==> config.mk <==
export PLATFORM = sky130hd
export DESIGN_NAME = sync_filter_multi
export DESIGN_NICKNAME = d
export VERILOG_FILES = /design/src/rtl/sync_filter_multi.sv
export SDC_FILE = /design/constraint.sdc
export NUM_CORES = 1
export LEC_CHECK = 0
export CORE_MARGIN = 3
export CORE_UTILIZATION = 55
export CTS_CLUSTER_DIAMETER = 150
export CTS_CLUSTER_SIZE = 10
export DETAILED_ROUTE_END_ITERATION = 10
export PLACE_DENSITY = 0.79
export SYNTH_ARGS = -nofsm -noshare
export SYNTH_HDL_FRONTEND = slang
export SYNTH_SLANG_ARGS = --single-unit
==> constraint.sdc <==
create_clock -name clk -period 2.06 [get_ports clk]
set_clock_uncertainty 0.05 [all_clocks]
set_input_delay 0.206 -clock clk [delete_from_list [all_inputs] [get_ports clk]]
set_output_delay 0.206 -clock clk [all_outputs]
set_load 0.005 [all_outputs]
==> src/rtl/sync_filter_multi.sv <==
// Multi-channel synchroniser: per-channel metastability chain, programmable
// stability filter on the synchronised level, and registered rise/fall pulses.
module sync_filter_multi #(
  parameter int   CHANNELS    = 4,
  parameter int   SYNC_STAGES = 2,
  parameter int   CNT_W       = 4,
  parameter logic RST_VAL     = 1'b0
) (
  input  logic                clk,
  input  logic                rst,
  input  logic [CHANNELS-1:0] din,
  input  logic [CNT_W-1:0]    filt_len,
  output logic [CHANNELS-1:0] dout,
  output logic [CHANNELS-1:0] rise,
  output logic [CHANNELS-1:0] fall,
  output logic                changed
);

  for (genvar i = 0; i < CHANNELS; i++) begin : g_ch
    logic [SYNC_STAGES-1:0] sync_q;
    logic [CNT_W-1:0]       cnt_q;
    logic [CNT_W-1:0]       cnt_d;
    logic                   dout_q;
    logic                   dout_d;
    logic                   rise_q;
    logic                   rise_d;
    logic                   fall_q;
    logic                   fall_d;
    logic                   sync_bit;

    assign sync_bit = sync_q[SYNC_STAGES-1];

    always_ff @(posedge clk or posedge rst) begin
      if (rst) begin
        sync_q <= {SYNC_STAGES{RST_VAL}};
      end else begin
        sync_q <= {sync_q[SYNC_STAGES-2:0], din[i]};
      end
    end

    // A change is accepted once sync has differed from dout for filt_len+1
    // consecutive cycles; any matching cycle restarts the count.
    always_comb begin
      dout_d = dout_q;
      cnt_d  = cnt_q;
      rise_d = 1'b0;
      fall_d = 1'b0;
      if (sync_bit == dout_q) begin
        cnt_d = '0;
      end else if (cnt_q >= filt_len) begin
        dout_d = sync_bit;
        cnt_d  = '0;
        rise_d = sync_bit;
        fall_d = ~sync_bit;
      end else begin
        cnt_d = cnt_q + 1'b1;
      end
    end

    always_ff @(posedge clk or posedge rst) begin
      if (rst) begin
        dout_q <= RST_VAL;
        cnt_q  <= '0;
        rise_q <= 1'b0;
        fall_q <= 1'b0;
      end else begin
        dout_q <= dout_d;
        cnt_q  <= cnt_d;
        rise_q <= rise_d;
        fall_q <= fall_d;
      end
    end

    assign dout[i] = dout_q;
    assign rise[i] = rise_q;
    assign fall[i] = fall_q;
  end

  assign changed = |(rise | fall);

endmodule

==> reports/qor.yml <==
synth_common_cells: "sky130_fd_sc_hd__dfrtp_1, sky130_fd_sc_hd__ha_1, sky130_fd_sc_hd__nor2_1, sky130_fd_sc_hd__buf_4"
clockBufferDepth: 2
worst_max_slew_pin_slew_ps: 434
clk_transition_reported_paths_ps: 90
timing.final.setup_violations: 0
avgRoutedWirePerCell_um: 13.7
ys_types: 18
fin_area_mm2: 0.00217
synth.most_common_cell: "sky130_fd_sc_hd__dfrtp_1"
placement.io_buffers: 22
grt_remaining_overflow: 0
finalWirelength_um: 2920
timing.setup.critical_path_class: "flip-flop to output port"
globalplace.congestion: 0.732
dp_worst_setup_slack_ps: -135
grt_max_degree: 37
clkSinkCount: 36
grt_first_pass_wirelength_um: 5220
syn-mean-instance-area_um2: 12.7
antenna_found_initial: 0
post-synth-top-area-fraction: 0.481
area_growth_syn_to_layout_pct: 15.7
ir_worst_vdd_v: 0.000486
drt-initial-drc-count: 22
synth_enable_flop_cells: 0
yosys_register_bits: 36
die_height_um: 64.4
initial_utilization: 0.594
final.setup.worst_slack_ps: 164
yosys-top-cells-area: "sky130_fd_sc_hd__dfrtp_1, sky130_fd_sc_hd__ha_1, sky130_fd_sc_hd__a2111oi_4, sky130_fd_sc_hd__buf_4, sky130_fd_sc_hd__xor2_1"
power.total_mw: 2.30
floorplan.die.width_um: 64.4
via_per_inst: 5.15
maxCapViolations: 0
lkg_pwr_nw: 1.04
timing.final.hold_violations: 0
insertion_delay_ps: 340
final_net_count: 199
globalRouteTotalUtil: 0.172
num_vias: 1097
top_level_ports: 23
grt_setup_unrepaired: "false"
post-place-cells: 206
yosysWarningCount: 0
post-dp-hpwl_um: 2310
max_clock_freq_ghz: 0.527
cell_area_after_synthesis_mm2: 0.00187
placement_rows: 20
maxSlewHeadroom: 0.711
hold_class: "input pin to async pin"
crit_fanout: 2
sequential_area_share_after_synthesis: 0.481
ctsHtreeMaxLevel: 2
layout.filler_cells: 255
required_arrival_time_at_the_worst_endpoint_ps: 1800
antenna-diode-count: 0
async_reset_ff_frac: 1.00
die_area_mm2: 0.00414
root_buffer: "sky130_fd_sc_hd__clkbuf_4"
run_status: "finished clean"
placement.cell_area_mm2: 0.00210
final.min_clock_period_ps: 1900
drt.antenna.violating_nets: 0
route.detailed.drc: 0
maxSlewViolCount: 0
start_kind: "flip-flop"
core_area_mm2: 0.00315
cts-buffers-inserted: 5
yosys_most_used_dff: "sky130_fd_sc_hd__dfrtp_1"
final_layout_size_suffix_gt1_frac: 0.195
cp_data_arrival_time_ps: 1640
cts_tree: "done"
power_density_mw_per_mm2: 1060
final_min_period_over_clock_period: 0.920
endpoint_kind: "output port"
syn-instance-count: 147
post_cts_buffers: 0
first_pass_iters: 2
yosys.area.top_type: "sky130_fd_sc_hd__dfrtp_1"
finished_layout_cells: 213
grt_pass1_vias: 1208
synth.net_count: 177
## routing by layer
metal | track usage | vias up | wire [um]
met5 | 0 | - | 0
met1 | 0.187 | 535 | 1200
met4 | 0.0712 | 0 | 52
li1 | - | 532 | -
met2 | 0.290 | 25 | 1490
met3 | 0.0791 | 5 | 174
## path summary, 6_finish.rpt
kind	start	endpoint	slack, ps	cells past startpoint
setup / recovery	g_ch[0].fall_q	changed	160	3
hold / removal	rst	g_ch[1].fall_q	200	3
setup reg to reg	g_ch[3].cnt_q[0]	g_ch[3].dout_q	180	6
hold reg to reg	g_ch[3].sync_q[0]	g_ch[3].sync_q[1]	310	0
max in group asynchronous	rst	g_ch[0].cnt_q[3]	1450	3
min in group clk	din[2]	g_ch[2].sync_q[0]	250	1
## final cells by class
type                    instances  area (um2)  share of cell area
clock buffers                   7        65.1              0.0300
multi-input cells              91         858               0.396
flip-flops and latches         36         901               0.416
repair buffers                 27         258               0.119
well taps                      44        55.1              0.0254
inverters                       8        30.0              0.0139
## critical path: stages, from the launching register on
cell	delay, ps
sky130_fd_sc_hd__dfrtp_1	410
sky130_fd_sc_hd__nor4_2	350
sky130_fd_sc_hd__nand2_1	90
sky130_fd_sc_hd__clkdlybuf4s50_1	460
## stage by stage
stage                      util  setup TNS [ps]  hold slack (ps)
after global routing      0.687               0              198
after detailed placement  0.665            -655              291
after global placement    0.665            -488              289
final                     0.687               0              204
after floorplan               -               0              187
after CTS                 0.685               0              198
## sequential cells by signal, summed over array words and instances, names as in the netlist
| signal | count |
|---|---|
| g_ch.sync_q | 8 |
| g_ch.rise_q | 4 |
| g_ch.dout_q | 4 |
| g_ch.cnt_q | 16 |
| g_ch.fall_q | 4 |
## cells by family after synthesis
kind of cell             Yosys count  synth area share
buffers and inverters             20            0.0641
AO/OA/AOI/OAI                     12            0.0855
AND/OR/NAND/NOR                   43             0.148
multiplexers                       4            0.0321
XOR/XNOR                          12            0.0561
adder cells (fa/ha/maj)           20             0.134
flip-flops                        36             0.481
## layout by cell type (no fill, tap or decap), types with 2 or more instances in the layout
cell type,count
sky130_fd_sc_hd__clkdlybuf4s50_1,22
sky130_fd_sc_hd__xnor2_1,4
sky130_fd_sc_hd__a2111oi_4,4
sky130_fd_sc_hd__and3_2,4
sky130_fd_sc_hd__nor2_1,16
sky130_fd_sc_hd__nand3_1,4
sky130_fd_sc_hd__o21a_1,4
sky130_fd_sc_hd__nand2b_4,4
sky130_fd_sc_hd__inv_1,8
sky130_fd_sc_hd__clkbuf_4,5
sky130_fd_sc_hd__buf_4,5
sky130_fd_sc_hd__or2_4,4
sky130_fd_sc_hd__nor3b_1,8
sky130_fd_sc_hd__o21ai_0,4
sky130_fd_sc_hd__ha_1,20
sky130_fd_sc_hd__dfrtp_1,36
sky130_fd_sc_hd__clkbuf_8,2
sky130_fd_sc_hd__mux2_4,4
sky130_fd_sc_hd__xor2_1,8
## report_power, final
group          internal (mW)  leakage, nW  total [mW]  switching [mW]
clock                  0.193       0.0374       0.400           0.207
combinational          0.557        0.533       0.901           0.344
sequential             0.846        0.466       0.997           0.152
## what timing repair did
action,4_1_cts,5_1_grt
gates resized for setup,0,1
endpoints found under the setup margin,0,1
hold buffers,0,0
Power figures use the tool's default switching activity.
